### src/rtl/control_pkg.sv
// Shared definitions for the multi-cycle control unit.
// Holds the state encoding, the opcode map, the ALU operation codes
// and the operand-select codes used by the A and B ALU input muxes.
package control_pkg;

   typedef enum logic [3:0] {
      FETCH    = 4'h0,
      DECODE   = 4'h1,
      EXEC_R   = 4'h2,
      EXEC_I   = 4'h3,
      ALU_WB   = 4'h4,
      MEM_ADDR = 4'h5,
      MEM_RD   = 4'h6,
      MEM_WB   = 4'h7,
      MEM_WR   = 4'h8,
      BRANCH   = 4'h9,
      HALT     = 4'hA
   } state_t;

   localparam logic [3:0] OP_ADD  = 4'h0;
   localparam logic [3:0] OP_SUB  = 4'h1;
   localparam logic [3:0] OP_AND  = 4'h2;
   localparam logic [3:0] OP_OR   = 4'h3;
   localparam logic [3:0] OP_ADDI = 4'h4;
   localparam logic [3:0] OP_LW   = 4'h5;
   localparam logic [3:0] OP_SW   = 4'h6;
   localparam logic [3:0] OP_BEQ  = 4'h7;
   localparam logic [3:0] OP_BNE  = 4'h8;
   localparam logic [3:0] OP_HALT = 4'hF;

   localparam logic [3:0] ALU_ADD = 4'h0;
   localparam logic [3:0] ALU_SUB = 4'h1;
   localparam logic [3:0] ALU_AND = 4'h2;
   localparam logic [3:0] ALU_OR  = 4'h3;

   localparam logic [1:0] SRCA_PC   = 2'd0;
   localparam logic [1:0] SRCA_TWO  = 2'd1;
   localparam logic [1:0] SRCA_AREG = 2'd2;
   localparam logic [1:0] SRCA_IMM  = 2'd3;

   localparam logic [1:0] SRCB_BREG = 2'd0;
   localparam logic [1:0] SRCB_TWO  = 2'd1;
   localparam logic [1:0] SRCB_IMM  = 2'd2;

   // An opcode is legal if it is one of the nine datapath instructions
   // (0..8) or the explicit HALT; everything from 9 to E is undefined.
   function automatic logic isLegalOpcode(input logic [3:0] opcode);
      return (opcode <= OP_BNE) || (opcode == OP_HALT);
   endfunction

endpackage

### src/rtl/control_output_decoder.sv
// Combinational control-signal decoder for the multi-cycle datapath.
// Turns the current state, the IR opcode and the live ALU/memory flags
// into operand selects, ALU operation, PC source and all write enables.
// Ports:
//   reset        - while high, every write enable and strobe is forced low
//   stateCur     - current FSM state
//   opcode       - IR[15:12]
//   zero         - ALU zero flag for the branch compare in progress
//   memReady     - memory handshake, gates the fetch and data accesses
//   aluSrcA/B, aluOp, pcSrc, pcWrite, irWrite, iorD, memRead, memWrite,
//   regWrite, memToReg - datapath controls
//   halted       - high while the FSM sits in HALT
module control_output_decoder
   import control_pkg::*;
(
   input  logic       reset,
   input  state_t     stateCur,
   input  logic [3:0] opcode,
   input  logic       zero,
   input  logic       memReady,
   output logic [1:0] aluSrcA,
   output logic [1:0] aluSrcB,
   output logic [3:0] aluOp,
   output logic       pcSrc,
   output logic       pcWrite,
   output logic       irWrite,
   output logic       iorD,
   output logic       memRead,
   output logic       memWrite,
   output logic       regWrite,
   output logic       memToReg,
   output logic       halted
);

   // Everything starts at zero so each state only names the controls it
   // actually asserts. Reset is applied last so a reset in the middle of
   // an instruction can never let a write or memory strobe slip through.
   always_comb begin
      aluSrcA  = SRCA_PC;
      aluSrcB  = SRCB_BREG;
      aluOp    = ALU_ADD;
      pcSrc    = 1'b0;
      pcWrite  = 1'b0;
      irWrite  = 1'b0;
      iorD     = 1'b0;
      memRead  = 1'b0;
      memWrite = 1'b0;
      regWrite = 1'b0;
      memToReg = 1'b0;
      halted   = 1'b0;

      case (stateCur)
         FETCH: begin
            memRead = 1'b1;
            aluSrcA = SRCA_PC;
            aluSrcB = SRCB_TWO;
            aluOp   = ALU_ADD;
            irWrite = memReady;
            pcWrite = memReady;
         end
         DECODE: begin
            aluSrcA = SRCA_PC;
            aluSrcB = SRCB_IMM;
            aluOp   = ALU_ADD;
         end
         EXEC_R: begin
            aluSrcA = SRCA_AREG;
            aluSrcB = SRCB_BREG;
            aluOp   = {2'b00, opcode[1:0]};
         end
         EXEC_I, MEM_ADDR: begin
            aluSrcA = SRCA_AREG;
            aluSrcB = SRCB_IMM;
            aluOp   = ALU_ADD;
         end
         ALU_WB: begin
            regWrite = 1'b1;
            memToReg = 1'b0;
         end
         MEM_RD: begin
            iorD    = 1'b1;
            memRead = 1'b1;
         end
         MEM_WB: begin
            regWrite = 1'b1;
            memToReg = 1'b1;
         end
         MEM_WR: begin
            iorD     = 1'b1;
            memWrite = 1'b1;
         end
         BRANCH: begin
            aluSrcA = SRCA_AREG;
            aluSrcB = SRCB_BREG;
            aluOp   = ALU_SUB;
            pcSrc   = 1'b1;
            pcWrite = (opcode == OP_BEQ) ? zero : ~zero;
         end
         HALT: begin
            halted = 1'b1;
         end
         default: begin
            halted = 1'b0;
         end
      endcase

      if (reset) begin
         pcWrite  = 1'b0;
         irWrite  = 1'b0;
         memRead  = 1'b0;
         memWrite = 1'b0;
         regWrite = 1'b0;
      end
   end

endmodule

### src/rtl/multicycle_control_fsm.sv
// Control unit for the 16-bit multi-cycle datapath.
// Sequences each instruction through fetch/decode/execute/memory/writeback,
// stalls on the memory handshake, halts on HALT or an undefined opcode and
// counts retired instructions.
// Ports:
//   clk, reset          - clock and synchronous active-high reset
//   input_opcode        - IR[15:12]
//   input_Zero          - ALU zero flag, same cycle
//   input_mem_ready     - memory read data valid / write accepted
//   output_*            - datapath controls (see control_output_decoder)
//   output_state        - current state encoding for debug
//   output_halted       - high while in HALT
//   output_illegal      - sticky undefined-opcode flag
//   output_instr_count  - retired instruction count, wraps
module multicycle_control_fsm
   import control_pkg::*;
#(
   parameter int CNT_W = 16
) (
   input  logic             clk,
   input  logic             reset,
   input  logic [3:0]       input_opcode,
   input  logic             input_Zero,
   input  logic             input_mem_ready,
   output logic [1:0]       output_ALUSrcA,
   output logic [1:0]       output_ALUSrcB,
   output logic [3:0]       output_ALUOp,
   output logic             output_PCSrc,
   output logic             output_PCWrite,
   output logic             output_IRWrite,
   output logic             output_IorD,
   output logic             output_MemRead,
   output logic             output_MemWrite,
   output logic             output_RegWrite,
   output logic             output_MemtoReg,
   output logic [3:0]       output_state,
   output logic             output_halted,
   output logic             output_illegal,
   output logic [CNT_W-1:0] output_instr_count
);

   localparam logic [CNT_W-1:0] CNT_ONE = 1;

   state_t           stateReg;
   logic             illegalReg;
   logic [CNT_W-1:0] instrCount;

   // State register, next-state selection, sticky illegal flag and the
   // retired-instruction counter all live here. A retiring state bumps the
   // counter on the same edge that returns to FETCH; HALT never counts and
   // only reset gets the machine out of it.
   always_ff @(posedge clk) begin
      if (reset) begin
         stateReg   <= FETCH;
         illegalReg <= 1'b0;
         instrCount <= '0;
      end else begin
         case (stateReg)
            FETCH: begin
               if (input_mem_ready) begin
                  stateReg <= DECODE;
               end
            end
            DECODE: begin
               if (!isLegalOpcode(input_opcode)) begin
                  stateReg   <= HALT;
                  illegalReg <= 1'b1;
               end else if (input_opcode <= OP_OR) begin
                  stateReg <= EXEC_R;
               end else if (input_opcode == OP_ADDI) begin
                  stateReg <= EXEC_I;
               end else if ((input_opcode == OP_LW) || (input_opcode == OP_SW)) begin
                  stateReg <= MEM_ADDR;
               end else if ((input_opcode == OP_BEQ) || (input_opcode == OP_BNE)) begin
                  stateReg <= BRANCH;
               end else begin
                  stateReg <= HALT;
               end
            end
            EXEC_R, EXEC_I: begin
               stateReg <= ALU_WB;
            end
            MEM_ADDR: begin
               stateReg <= (input_opcode == OP_LW) ? MEM_RD : MEM_WR;
            end
            MEM_RD: begin
               if (input_mem_ready) begin
                  stateReg <= MEM_WB;
               end
            end
            MEM_WR: begin
               if (input_mem_ready) begin
                  stateReg   <= FETCH;
                  instrCount <= instrCount + CNT_ONE;
               end
            end
            ALU_WB, MEM_WB, BRANCH: begin
               stateReg   <= FETCH;
               instrCount <= instrCount + CNT_ONE;
            end
            HALT: begin
               stateReg <= HALT;
            end
            default: begin
               stateReg <= FETCH;
            end
         endcase
      end
   end

   // All datapath controls are a pure decode of the state register plus
   // the live opcode and flags, so they sit in their own block.
   control_output_decoder uDecoder (
      .reset    (reset),
      .stateCur (stateReg),
      .opcode   (input_opcode),
      .zero     (input_Zero),
      .memReady (input_mem_ready),
      .aluSrcA  (output_ALUSrcA),
      .aluSrcB  (output_ALUSrcB),
      .aluOp    (output_ALUOp),
      .pcSrc    (output_PCSrc),
      .pcWrite  (output_PCWrite),
      .irWrite  (output_IRWrite),
      .iorD     (output_IorD),
      .memRead  (output_MemRead),
      .memWrite (output_MemWrite),
      .regWrite (output_RegWrite),
      .memToReg (output_MemtoReg),
      .halted   (output_halted)
   );

   // Debug and status views of the internal registers.
   assign output_state       = stateReg;
   assign output_illegal     = illegalReg;
   assign output_instr_count = instrCount;

endmodule

### config.mk
export PLATFORM = sky130hd
export DESIGN_NAME = multicycle_control_fsm
export DESIGN_NICKNAME = d
export VERILOG_FILES = /design/src/rtl/control_pkg.sv /design/src/rtl/control_output_decoder.sv /design/src/rtl/multicycle_control_fsm.sv
export SDC_FILE = /design/constraint.sdc
export NUM_CORES = 1
export LEC_CHECK = 0
export BUFFER_PORTS_ARGS = -buffer_cell sky130_fd_sc_hd__buf_4
export CAP_MARGIN = 20
export CELL_PAD_IN_SITES_DETAIL_PLACEMENT = 1
export CELL_PAD_IN_SITES_GLOBAL_PLACEMENT = 1
export CORE_MARGIN = 5
export CORE_UTILIZATION = 34
export CTS_CLUSTER_SIZE = 10
export DETAILED_ROUTE_END_ITERATION = 6
export GPL_TIMING_DRIVEN = 0
export PLACE_DENSITY = 0.9
export SLEW_MARGIN = 20
export SYNTH_ARGS = -nofsm -noshare
export SYNTH_HDL_FRONTEND = slang
export SYNTH_SLANG_ARGS = --single-unit
### constraint.sdc
create_clock -name clk -period 1.8 [get_ports clk]
set_input_delay 0.36 -clock clk [delete_from_list [all_inputs] [get_ports clk]]
set_output_delay 0.36 -clock clk [all_outputs]
set_load 0.02 [all_outputs]
# Yosys cells after proc, flatten, opt, wreduce, memory -nomap -nowiden
# Cells that the tools add are included.
dict set report totals {
  regBits 21
  inputBits 8
  out_inout_bits 38
  word_cells 72
}
dict set report op_classes {
  add_sub_neg 1
  magnitude_cmp 2
  n_eq_ne 19
  mux 30
  n_bitwise 2
  reduce_logical 15
}
# operator count
set ops {}
lappend ops {{equality test 4 x 3 -> 1 bit, second input constant} 8}
lappend ops {{two-way mux 4 bit} 8}
lappend ops {{one-hot mux 16 bit (2 select lines)} 1}
lappend ops {{one-hot mux 4 bit (7 select lines)} 1}
lappend ops {{equality test 4 bit, second input constant} 5}
lappend ops {{adder 16 x 1 -> 16 bit, second input constant} 1}
lappend ops {{two-way mux 16 bit} 1}
lappend ops {{two-way mux 1 bit} 14}
lappend ops {{equality test 4 x 2 -> 1 bit, second input constant} 2}
lappend ops {{one-hot mux 2 bit (2 select lines)} 2}
lappend ops {{OR reduction 2 bit} 4}
lappend ops {{inequality test 2 bit, second input constant} 3}
lappend ops {{OR reduction 3 bit} 2}
lappend ops {{equality test 4 x 1 -> 1 bit, second input constant} 1}
lappend ops {{less-or-equal comparator 4 x 2 -> 1 bit, second input constant} 1}
lappend ops {{less-or-equal comparator 4 bit, second input constant} 1}
lappend ops {{zero test 4 bit} 1}
lappend ops {{two-way mux 2 bit} 2}
lappend ops {{AND reduction 2 bit} 2}
lappend ops {{OR reduction 4 bit} 1}
lappend ops {{logical OR 1 bit} 3}
lappend ops {{AND reduction 3 bit} 1}
lappend ops {{inverter 1 bit} 2}
lappend ops {{one-hot mux 1 bit (2 select lines)} 1}
lappend ops {{nonzero test 2 bit} 1}

# Logic depth before layout (Yosys ltp)
# Gate-level depths: netlist of run 1.
dict set report logic_depth {
  word_depth 8
  depth_mapped 6
  ltp_nobuf 4
}

# Cells and area by module
# From an unflattened synthesis of run 1, not the netlist that was laid out.
dict set report unflattened {
  hier_cells 171
  hier_area_um2 1428.9
}
# module instances cells_per_inst area_each_um2 seq_area_each_um2
set modules_own_cells {}
lappend modules_own_cells {multicycle_control_fsm 1 130 1123.6 420.4}
lappend modules_own_cells {control_output_decoder 1 41 305.3 0.0}

# Least setup slack after synthesis of run 1
# OpenSTA, ideal clock, no wires.
dict set report synth_path {
  kind {flip-flop to output port}
  start {reg stateReg[0] (netlist: output_state[0])}
  end {out output_PCWrite}
  arrival_ns 2.014
  required_time_ns 1.440
  slack_ns -0.574
  path_stages_with_launch 5
  n_path_buf 1
  cell_sequence {dfxtp_1 -> clkbuf_1 -> nor4_1 -> and3b_1 -> a21o_1}
}
dict set report synth_between {
  elab_chain_cells 3
  elab_cells_between_ends 4
  classes_between {eq/ne: 1; mux: 2; reduce/logical: 1}
}
# element line_no
set synth_rtl {}
lappend synth_rtl {{start, declared} multicycle_control_fsm.sv:44} ;# state_t stateReg;
lappend synth_rtl {{start signal, assigned} multicycle_control_fsm.sv:84} ;# stateReg <= (input_opcode == OP_LW) ? MEM_RD : MEM_WR;
lappend synth_rtl {{equality test 4 bit / zero test 4 bit (equally long branches)} control_output_decoder.sv:52} ;# case (stateCur)
lappend synth_rtl {{one-hot mux 1 bit (2 select lines) (*)} control_output_decoder.sv:52}
lappend synth_rtl {{two-way mux 1 bit (*)} control_output_decoder.sv:107} ;# if (reset) begin
lappend synth_rtl {{end, declared} multicycle_control_fsm.sv:29} ;# output logic output_PCWrite,
# Every way passes the cells marked *; elsewhere a longest branch is shown, timed or not.

# Final worst setup path of run 1
dict set report layout_path {
  start {reg stateReg[1] (netlist: output_state[1])}
  end {out output_IorD}
}
dict set report layout_between {
  elab_chain_cells 3
  elab_cells_between_ends 4
  classes_between {eq/ne: 2; mux: 1; reduce/logical: 1}
}
# element line_no
set layout_rtl {}
lappend layout_rtl {{equality test 4 x 3 -> 1 bit / equality test 4 bit (equally long branches)} control_output_decoder.sv:52}
lappend layout_rtl {{OR reduction 2 bit (no source line) (*)} --}
lappend layout_rtl {{two-way mux 1 bit (*)} control_output_decoder.sv:52}
lappend layout_rtl {{end, declared} multicycle_control_fsm.sv:31} ;# output logic output_IorD,
# Marked as above.

==> summary.txt, run 1 <==
Post-synth EDFFs -> 0
Fin. Hold Viols -> 0
Setup Skew -> 3.35 ps
Final Critical Period -> 1810 ps
Max Clk Rate -> 553 MHz
kind of cell adding the most delay to the critical path -> flip-flops
I/O Pins -> 46
port bufs -> 40
asr flop ratio synth -> 0%
RePlAce Congestion -> 0.776
largest net degree at the start of global routing -> 12
die height -> 71.5 um
DRT iter0 DRCs -> 58
Post-Synthesis Cells -> 166
Cell Pwr Density -> 629 nW/um2
Max-cap violations -> 0
layout cells sized above 1 -> 34.3%
wire per inst -> 16.6 um
footprint of the multi-input gates -> 868 um2
hold path depth -> 4
area leader, netlist -> dfxtp_1
Post-DRT Antenna Nets -> 0
Tightest Hold Check Type -> in2reg
CTS tree -> done
Least-Margin Pin Slew -> 569 ps
CP required -> 1440 ps
Stages on worst setup path -> 5
vias in the first global route -> 1,480
Via density -> 5.56
predominant post-synthesis flop cell -> dfxtp_1
final setup fails -> 2
Clock Path Buffers -> 2
hold path start -> input_opcode[3]
first-pass GRT wire length -> 7.19 mm
Crit Path Class -> reg2out
Worst-Skew Late Latency -> 260 ps
Buf+Inv Stages, Crit Path -> 2
final slew viol count -> 0
Worst slew margin -> 62.1%
Core Area -> 3660 um2
most frequent cells in the layout -> buf_4 (46), dfxtp_1 (17), a21oi_1 (16)
total CTS buffers -> 3
synthesized flop and latch total -> 21
critical path's slowest cell -> dfxtp_4
Die Wd -> 71.5 um
Leakage -> 0.734 nW
Synth warnings -> 0
Synth cell types -> 40
hpwl dp -> 3.22 mm
post-route setup TNS -> -12.8 ps
Critical Path Fanout Max -> 10
reg2reg start -> output_state[0]
Initial Utilization -> 35.1%
Worst EP arrival -> 1450 ps
post-synthesis sequential area ratio -> 32.7%
Final nets -> 226
fin crit share -> 100%
CP Launch Type -> flop
ranking of synthesized cells by area -> dfxtp_1 (33%), a21oi_1 (7.4%), o31ai_1 (5.3%)
worst hold slack -> 453 ps
Overall Global Routing Usage -> 17.0%
TritonCTS Sinks -> 21
Ant. Diodes -> 0
initial antenna violation count -> 0
Post-CTS Hold Fix Bufs -> 0
most common cell after layout, fill and taps aside -> buf_4
Crit. End Element -> primary output
cell area after synthesis -> 1290 um2
Clock transition at path regs -> 70 ps
area grow syn2layout -> 46.8%
failing checks -> negative setup slack
RSZ-0062 raised after global routing -> true
Reg2Reg Depth -> 5
DRC viols -> 0
H-tree Lvls -> 1
register area -> 435 um2
syn_area_per_cell -> 7.75 um2
Total Wirelength -> 4.38 mm
Yosys top cell area share -> 32.7%
1st-pass router iterations -> 4
total number of vias -> 1,469
Worst IR Drop VDD -> 0.346 mV
final setup margin -> -8.27 ps
die area -> 5110 um2
status -> finished with violations
critical path startpoint -> output_state[1]
grt total ovfl -> 0
crit-path cells -> clkbuf_16 -> nor2b_4 -> a21oi_1 -> nor2_1 -> buf_4
Max stage delay on crit path -> 390 ps
fillcell total -> 470
Root Buffer -> clkbuf_8
row cnt -> 22
tightest hold or removal path, cell delays in order:
cell and delay [ps]:
buf_4 110, nor2b_1 50, nand3_1 60, a31oi_1 80
cell usage after synthesis, types with 2 or more instances:
| library cell | n |
|---|---|
| dfxtp_1 | 21 |
| a21oi_1 | 19 |
| clkbuf_1 | 10 |
| nand3_1 | 9 |
| o31ai_1 | 9 |
| or4_1 | 9 |
| nand2_1 | 8 |
| nor2_1 | 8 |
| o21ai_0 | 7 |
| or3_1 | 7 |
| and3_1 | 6 |
| nor4_1 | 5 |
| nand2b_1 | 4 |
| nand4_1 | 4 |
| xor2_1 | 4 |
| a31oi_1 | 3 |
| buf_4 | 3 |
| nor2b_1 | 3 |
| nor3_1 | 3 |
| buf_2 | 2 |
| inv_1 | 2 |
| o21bai_1 | 2 |
area by class of cell:
type	count	share of cell area (%)
Multi-Input combinational cell	129	46.0
Sequential cell	21	23.1
Timing Repair Buffer	44	18.1
Clock buffer	4	2.39
Buffer	15	6.69
Inverter	3	0.596
Tap cell	48	3.18
metal layers:
metal  GRT usage, %  part of all wire (%)  routed length, um
met1           21.7                    44               1950
met2           30.5                    51               2240
met3           2.81                   3.7                164
met4           2.71                  0.62                 27
met5              0                     0                  0
path summary, 6_finish.rpt:
check | to | slack [ps]
setup / recovery | output_IorD | -8
hold / removal | output_state[2] | 450
setup reg to reg | output_instr_count[13] | 0
hold reg to reg | output_illegal | 490
metrics by stage:
stage / cell area [um2] / std cells / setup slack [ps] / util (%) / power [W]
2_1_floorplan: 1330 / 168 / -154 / - / 0.000715
3_3_place_gp: 1690 / 256 / -49.2 / 46.1 / 0.000830
3_5_place_dp: 1690 / 256 / -96.2 / 46.1 / 0.000840
4_1_cts: 1850 / 264 / -1.07 / 50.5 / 0.00118
5_1_grt: 1890 / 264 / -47.3 / 51.6 / 0.00124
6_report: 1890 / 264 / -8.27 / 51.6 / 0.00119
logic make-up after synthesis:
family / Yosys count / synth area share [%]
AND/OR/NAND/NOR: 71 / 32.2
AO/OA/AOI/OAI: 48 / 23.3
flip-flops: 21 / 32.7
buffers and inverters: 18 / 6.32
XOR/XNOR: 5 / 3.40
adder cells (fa/ha/maj): 1 / 0.973
other: 1 / 0.292
multiplexers: 1 / 0.778
where the power goes:
| part | switching [W] | internal [W] |
|---|---|---|
| clock network | 0.000147 | 0.000158 |
| registers | 0.0000253 | 0.000478 |
| logic | 0.000216 | 0.000163 |
what timing repair did:
item	in CTS	in global routing
gates resized for setup	24	13
pin swaps	3	3
endpoints found under the setup margin	29	18
buffers inserted	4	0
sequential cells by signal, summed over array words and instances (netlist names):
signal              count
output_state            4
output_instr_count     16
output_illegal          1
Power figures use the tool's default switching activity.
==> run 2, diff against run 1 <==
==> constraint.sdc (replaced) <==
create_clock -name clk -period 1.8 [get_ports clk]
set_input_delay 0.45 -clock clk [delete_from_list [all_inputs] [get_ports clk]]
set_output_delay 0.45 -clock clk [all_outputs]
set_load 0.02 [all_outputs]
==> run 2 against run 1 <==
Effect of this change:
- the flow still finishes with violations (negative setup slack)
- fmax is 6.0% lower
- first-iteration DRC count is 55% higher
- register-to-register slack worse by 120 ps
- critical path depth stayed put
- flip-flop and latch count stayed put
- sequential share of layout area is 0.99 points lower
- clock skew is 0.74 ps lower
- utilization is 2.3 points higher
- die area stayed put
- combinational power is 11% higher
- non-clock buffer count is 6 higher
- critical path type is now reg2reg
- largest power group unchanged
==> summary.txt, run 2 (same netlist as run 1, synthesis figures left out) <==
Final Critical Period -> 1920 ps (was 1810 ps)
Max Clk Rate -> 520 MHz (was 553 MHz)
Initial Utilization -> 35.1% (unchanged)
Core Area -> 3660 um2 (unchanged)
critical path's slowest cell -> or4_1 (was dfxtp_4)
DRT iter0 DRCs -> 90 (was 58)
Least-Margin Pin Slew -> 596 ps (was 569 ps)
Worst EP arrival -> 2120 ps (was 1450 ps)
first-pass GRT wire length -> 7.13 mm (was 7.19 mm)
Worst slew margin -> 60.3% (was 62.1%)
Ant. Diodes -> 0 (unchanged)
status -> finished with violations (unchanged)
grt total ovfl -> 0 (unchanged)
largest net degree at the start of global routing -> 13 (was 12)
failing checks -> negative setup slack (unchanged)
Max stage delay on crit path -> 540 ps (was 390 ps)
Total Power -> 0.00125 W (was 0.00119 W)
Crit. End Element -> flop (was primary output)
final slew viol count -> 0 (unchanged)
final setup margin -> -124 ps (was -8.27 ps)
Final Cell Area -> 1970 um2 (was 1890 um2)
DRC viols -> 0 (unchanged)
CTS tree -> done (unchanged)
Die Wd -> 71.5 um (unchanged)
total CTS buffers -> 3 (unchanged)
Clock transition at path regs -> 80 ps (was 70 ps)
CP Launch Type -> flop (unchanged)
pre-CTS setup slack -> -121 ps (was -96.2 ps)
Post-DRT Antenna Nets -> 0 (unchanged)
layout cells sized above 1 -> 41.0% (was 34.3%)
most frequent cells in the layout -> buf_4 (51), dfxtp_1 (17), a21oi_1 (15) (was buf_4 (46), dfxtp_1 (17), a21oi_1 (16))
H-tree Lvls -> 1 (unchanged)
port bufs -> 40 (unchanged)
Max-cap violations -> 0 (unchanged)
final setup fails -> 15 (was 2)
Leakage -> 0.779 nW (was 0.734 nW)
Via density -> 5.71 (was 5.56)
CP required -> 1990 ps (was 1440 ps)
hold path start -> output_instr_count[15] (was input_opcode[3])
die height -> 71.5 um (unchanged)
I/O Pins -> 46 (unchanged)
Clock Path Buffers -> 2 (unchanged)
RSZ-0062 raised after global routing -> true (unchanged)
Worst-Skew Late Latency -> 270 ps (was 260 ps)
vias in the first global route -> 1,476 (was 1,480)
Tightest Hold Check Type -> reg2reg (was in2reg)
Overall Global Routing Usage -> 16.9% (was 17.0%)
RePlAce Congestion -> 0.745 (was 0.776)
Setup Skew -> 2.60 ps (was 3.35 ps)
hpwl dp -> 3.02 mm (was 3.22 mm)
fin crit share -> 107% (was 100%)
Crit Path Class -> reg2reg (was reg2out)
Final nets -> 232 (was 226)
Area after DPL -> 1700 um2 (was 1690 um2)
Root Buffer -> clkbuf_8 (unchanged)
TritonCTS Sinks -> 21 (unchanged)
post-route setup TNS -> -480 ps (was -12.8 ps)
crit-path cells -> xor2_1 -> o32a_1 -> buf_6 -> or4_1 -> a21oi_1 (was clkbuf_16 -> nor2b_4 -> a21oi_1 -> nor2_1 -> buf_4)
Total Wirelength -> 4.86 mm (was 4.38 mm)
Largest register FFs -> 16 (unchanged)
worst hold slack -> 493 ps (was 453 ps)
Fin. Hold Viols -> 0 (unchanged)
most common cell after layout, fill and taps aside -> buf_4 (unchanged)
Cell Pwr Density -> 631 nW/um2 (was 629 nW/um2)
critical path startpoint -> output_state[0] (was output_state[1])
row cnt -> 22 (unchanged)
Worst IR Drop VDD -> 0.492 mV (was 0.346 mV)
total number of vias -> 1,542 (was 1,469)
Post-CTS Hold Fix Bufs -> 0 (unchanged)
Critical Path Fanout Max -> 5 (was 10)
area grow syn2layout -> 53.4% (was 46.8%)
reg2reg start -> output_state[0] (unchanged)
initial antenna violation count -> 0 (unchanged)
1st-pass router iterations -> 5 (was 4)
wire per inst -> 18.0 um (was 16.6 um)
die area -> 5110 um2 (unchanged)
==> run 2: changes by cell type in the layout (fill, tap and decap cells not counted), sizes merged <==
cell and delta:
clkinv +1, buf +6, clkbuf -1
==> run 2: final timing paths <==
path,endpoint,slack [ps],depth (start not counted)
max reg2reg,output_instr_count[8],-120,5
min,output_instr_count[15],490,2
min reg2reg,output_instr_count[15],490,2
max,output_instr_count[8],-120,5
==> run 2: stage by stage <==
| step | utilization (%) | std cells |
|---|---|---|
| final | 53.9 | 270 |
| after global placement | 46.4 | 256 |
| after detailed placement | 46.4 | 256 |
| after CTS | 51.1 | 266 |
| after floorplan | - | 168 |
| after global routing | 53.9 | 270 |
==> run 2: area by class of cell <==
| type | instances | area, um2 |
|---|---|---|
| buffer | 15 | 128 |
| clock buffer | 3 | 41.3 |
| clock inverter | 1 | 5.00 |
| fill | 465 | 1690 |
| inverter | 3 | 11.3 |
| multi-input combinational | 129 | 902 |
| sequential | 21 | 435 |
| tap | 48 | 60.1 |
| timing repair buffer | 50 | 390 |
==> run 2: power by group <==
| group | switching, W | internal, W |
|---|---|---|
| sequential | 0.0000224 | 0.000478 |
| combinational | 0.000236 | 0.000183 |
| clock | 0.000170 | 0.000155 |
==> run 2: worst max-delay path: cells and delay by family, from the launching register on <==
kind                      cells  cell delay (ps)
xor gates and xnor gates      1              190
and+or+nand+nor               1              540
DFF                           1              370
AOI/OAI and AO/OA             2              580
buffers and inverters         1              170
==> run 2: what timing repair did <==
item	4_1_cts	5_1_grt
pin swaps	1	7
gates cloned	0	1
setup endpoints to repair	21	24
setup buffers	6	3
gates resized for setup	24	24
==> run 2: per-layer routing <==
layer | track usage (%) | vias to the layer above | share of wire, %
met5 | 0 | - | 0
met4 | 3.34 | 0 | 1.0
met3 | 2.95 | 6 | 2.5
met2 | 29.0 | 28 | 52
met1 | 22.2 | 766 | 44
li1 | - | 742 | -
==> run 3, diff against run 2 <==
--- a/config.mk
+++ b/config.mk
@@ -9,7 +9,6 @@
 export CAP_MARGIN = 20
 export CELL_PAD_IN_SITES_DETAIL_PLACEMENT = 1
 export CELL_PAD_IN_SITES_GLOBAL_PLACEMENT = 1
-export CORE_MARGIN = 5
 export CORE_UTILIZATION = 34
 export CTS_CLUSTER_SIZE = 10
 export DETAILED_ROUTE_END_ITERATION = 6
==> constraint.sdc (replaced) <==
create_clock -name clk -period 1.8 [get_ports clk]
set_input_delay 0.09 -clock clk [delete_from_list [all_inputs] [get_ports clk]]
set_output_delay 0.09 -clock clk [all_outputs]
set_load 0.02 [all_outputs]
==> run 3 against run 2 <==
Effect of this change:
- cell count shrank 3.3%
- via count shrank 3.8%
- combinational power shrank 20%
- the flow still finishes with violations (negative setup slack)
- clock power shrank 3%
==> summary.txt, run 3 (same netlist as run 1, synthesis figures left out) <==
status -> finished with violations (unchanged)
failing checks -> negative setup slack (unchanged)
Initial Utilization -> 37.1% (was 35.1%)
vias in the first global route -> 1,372 (was 1,476)
Finished Layout Cells -> 261 (was 270)
Worst EP arrival -> 2000 ps (was 2120 ps)
Worst-Skew Late Latency -> 270 ps (about the same)
Overall Global Routing Usage -> 20.8% (was 16.9%)
Clock transition at path regs -> 80 ps (about the same)
Die Wd -> 63.5 um (was 71.5 um)
Final nets -> 225 (was 232)
Core Area -> 3470 um2 (was 3660 um2)
Largest register FFs -> 16 (unchanged)
Crit. End Element -> flop (unchanged)
CTS tree -> done (unchanged)
DRC viols -> 0 (unchanged)
Crit Path Class -> reg2reg (unchanged)
worst hold slack -> 194 ps (was 493 ps)
hold path depth -> 2 (unchanged)
DRT iter0 DRCs -> 82 (was 90)
I/O Pins -> 46 (unchanged)
total number of vias -> 1,484 (was 1,542)
fin crit share -> 100% (was 107%)
CP Launch Type -> flop (unchanged)
die height -> 63.5 um (was 71.5 um)
final setup margin -> -5.76 ps (was -124 ps)
Cell Pwr Density -> 638 nW/um2 (was 631 nW/um2)
Max Clk Rate -> 554 MHz (was 520 MHz)
die area -> 4030 um2 (was 5110 um2)
1st-pass router iterations -> 4 (was 5)
met2 WL -> 2.06 mm (was 2.53 mm)
row cnt -> 21 (was 22)
Max stage delay on crit path -> 510 ps (was 540 ps)
CP required -> 2000 ps (was 1990 ps)
met3 routed WL -> 157 um (was 122 um)
DP Cell Count -> 254 (was 256)
Reg2Reg Depth -> 5 (unchanged)
Post-DRT Antenna Nets -> 0 (unchanged)
most frequent cells in the layout -> buf_4 (46), a21oi_1 (16), dfxtp_1 (13) (was buf_4 (51), dfxtp_1 (17), a21oi_1 (15))
first-pass GRT wire length -> 6.69 mm (was 7.13 mm)
final slew viol count -> 0 (unchanged)
H-tree Lvls -> 1 (unchanged)
Total Wirelength -> 4.19 mm (was 4.86 mm)
port bufs -> 40 (unchanged)
Least-Margin Pin Slew -> 556 ps (was 596 ps)
area grow syn2layout -> 40.7% (was 53.4%)
final core utilization -> 52.2% (was 53.9%)
Worst slew margin -> 63.0% (was 60.3%)
crit-path cells -> xor2_2 -> o32a_1 -> buf_2 -> or4_1 -> a21oi_1 (was xor2_1 -> o32a_1 -> buf_6 -> or4_1 -> a21oi_1)
critical path's slowest cell -> or4_1 (unchanged)
Tightest Hold Check Type -> in2reg (was reg2reg)
RSZ-0062 raised after global routing -> true (unchanged)
Clock Path Buffers -> 2 (unchanged)
wl on met1 -> 1.95 mm (was 2.16 mm)
most common cell after layout, fill and taps aside -> buf_4 (unchanged)
TritonCTS Sinks -> 21 (unchanged)
wire per inst -> 16.1 um (was 18.0 um)
Setup Skew -> 5.65 ps (was 2.60 ps)
initial antenna violation count -> 0 (unchanged)
Top Layer Used -> met4 (unchanged)
Max-cap violations -> 0 (unchanged)
grt total ovfl -> 0 (unchanged)
layout cells sized above 1 -> 35.8% (was 41.0%)
Critical Path Fanout Max -> 5 (unchanged)
RePlAce Congestion -> 0.830 (was 0.745)
hpwl dp -> 2.85 mm (was 3.02 mm)
Final Critical Period -> 1810 ps (was 1920 ps)
Ant. Diodes -> 0 (unchanged)
Leakage -> 0.711 nW (was 0.779 nW)
Via density -> 5.69 (was 5.71)
Root Buffer -> clkbuf_8 (unchanged)
total CTS buffers -> 3 (unchanged)
Worst IR Drop VDD -> 0.457 mV (was 0.492 mV)
largest net degree at the start of global routing -> 13 (unchanged)
final setup fails -> 1 (was 15)
Fin. Hold Viols -> 0 (unchanged)
==> run 3: area by class of cell <==
class	count	area, um2
Clock inverter	1	5.00
Multi-Input combinational cell	129	853
Buffer	14	77.6
Sequential cell	21	435
Timing Repair Buffer	44	328
Clock buffer	3	41.3
Tap cell	46	57.6
Inverter	3	11.3
Fill cell	461	1660
==> run 3: stage by stage <==
step	area [um2]	setup TNS [ps]	setup WS, ps	total power [W]
after floorplan	1310	-216	-27.0	0.000709
after global placement	1670	-623	-80.6	0.000822
after detailed placement	1670	-622	-88.1	0.000826
after CTS	1740	0	0.990	0.00114
after global routing	1810	-105	-25.4	0.00122
final	1810	-5.76	-5.76	0.00115
==> run 3: path summary, 6_finish.rpt <==
path | startpoint | to | slack [ps]
max | output_state[0] | output_instr_count[11] | -6
min | reset | output_state[0] | 190
max reg2reg | output_state[0] | output_instr_count[11] | -6
min reg2reg | output_illegal | output_illegal | 490
==> run 3: worst max-delay path: cells and delay by family (launching register included) <==
kind / cells / cell delay [ps]
AOI/OAI and AO/OA: 2 / 510
xor gates and xnor gates: 1 / 180
buffers and inverters: 1 / 180
DFF: 1 / 360
and+or+nand+nor: 1 / 510
==> run 3: power by group <==
group	total (W)	internal [W]	switching, W
logic	0.000338	0.000137	0.000201
clock network	0.000315	0.000155	0.000160
registers	0.000502	0.000479	0.0000234
total	0.00115	0.000770	0.000385
==> run 3: metal layers <==
| layer | up-vias | global-route usage, % |
|---|---|---|
| met5 | - | 0 |
| met4 | 0 | 5.11 |
| met3 | 4 | 4.35 |
| met2 | 37 | 32.4 |
| met1 | 720 | 28.8 |
| li1 | 723 | - |
==> run 3: timing repair <==
item / CTS / global route
pin swaps: 1 / 2
endpoints found under the setup margin: 21 / 17
hold buffers: 0 / 0
buffers inserted: 2 / 1
resized for setup: 9 / 20
gates cloned: 0 / 1
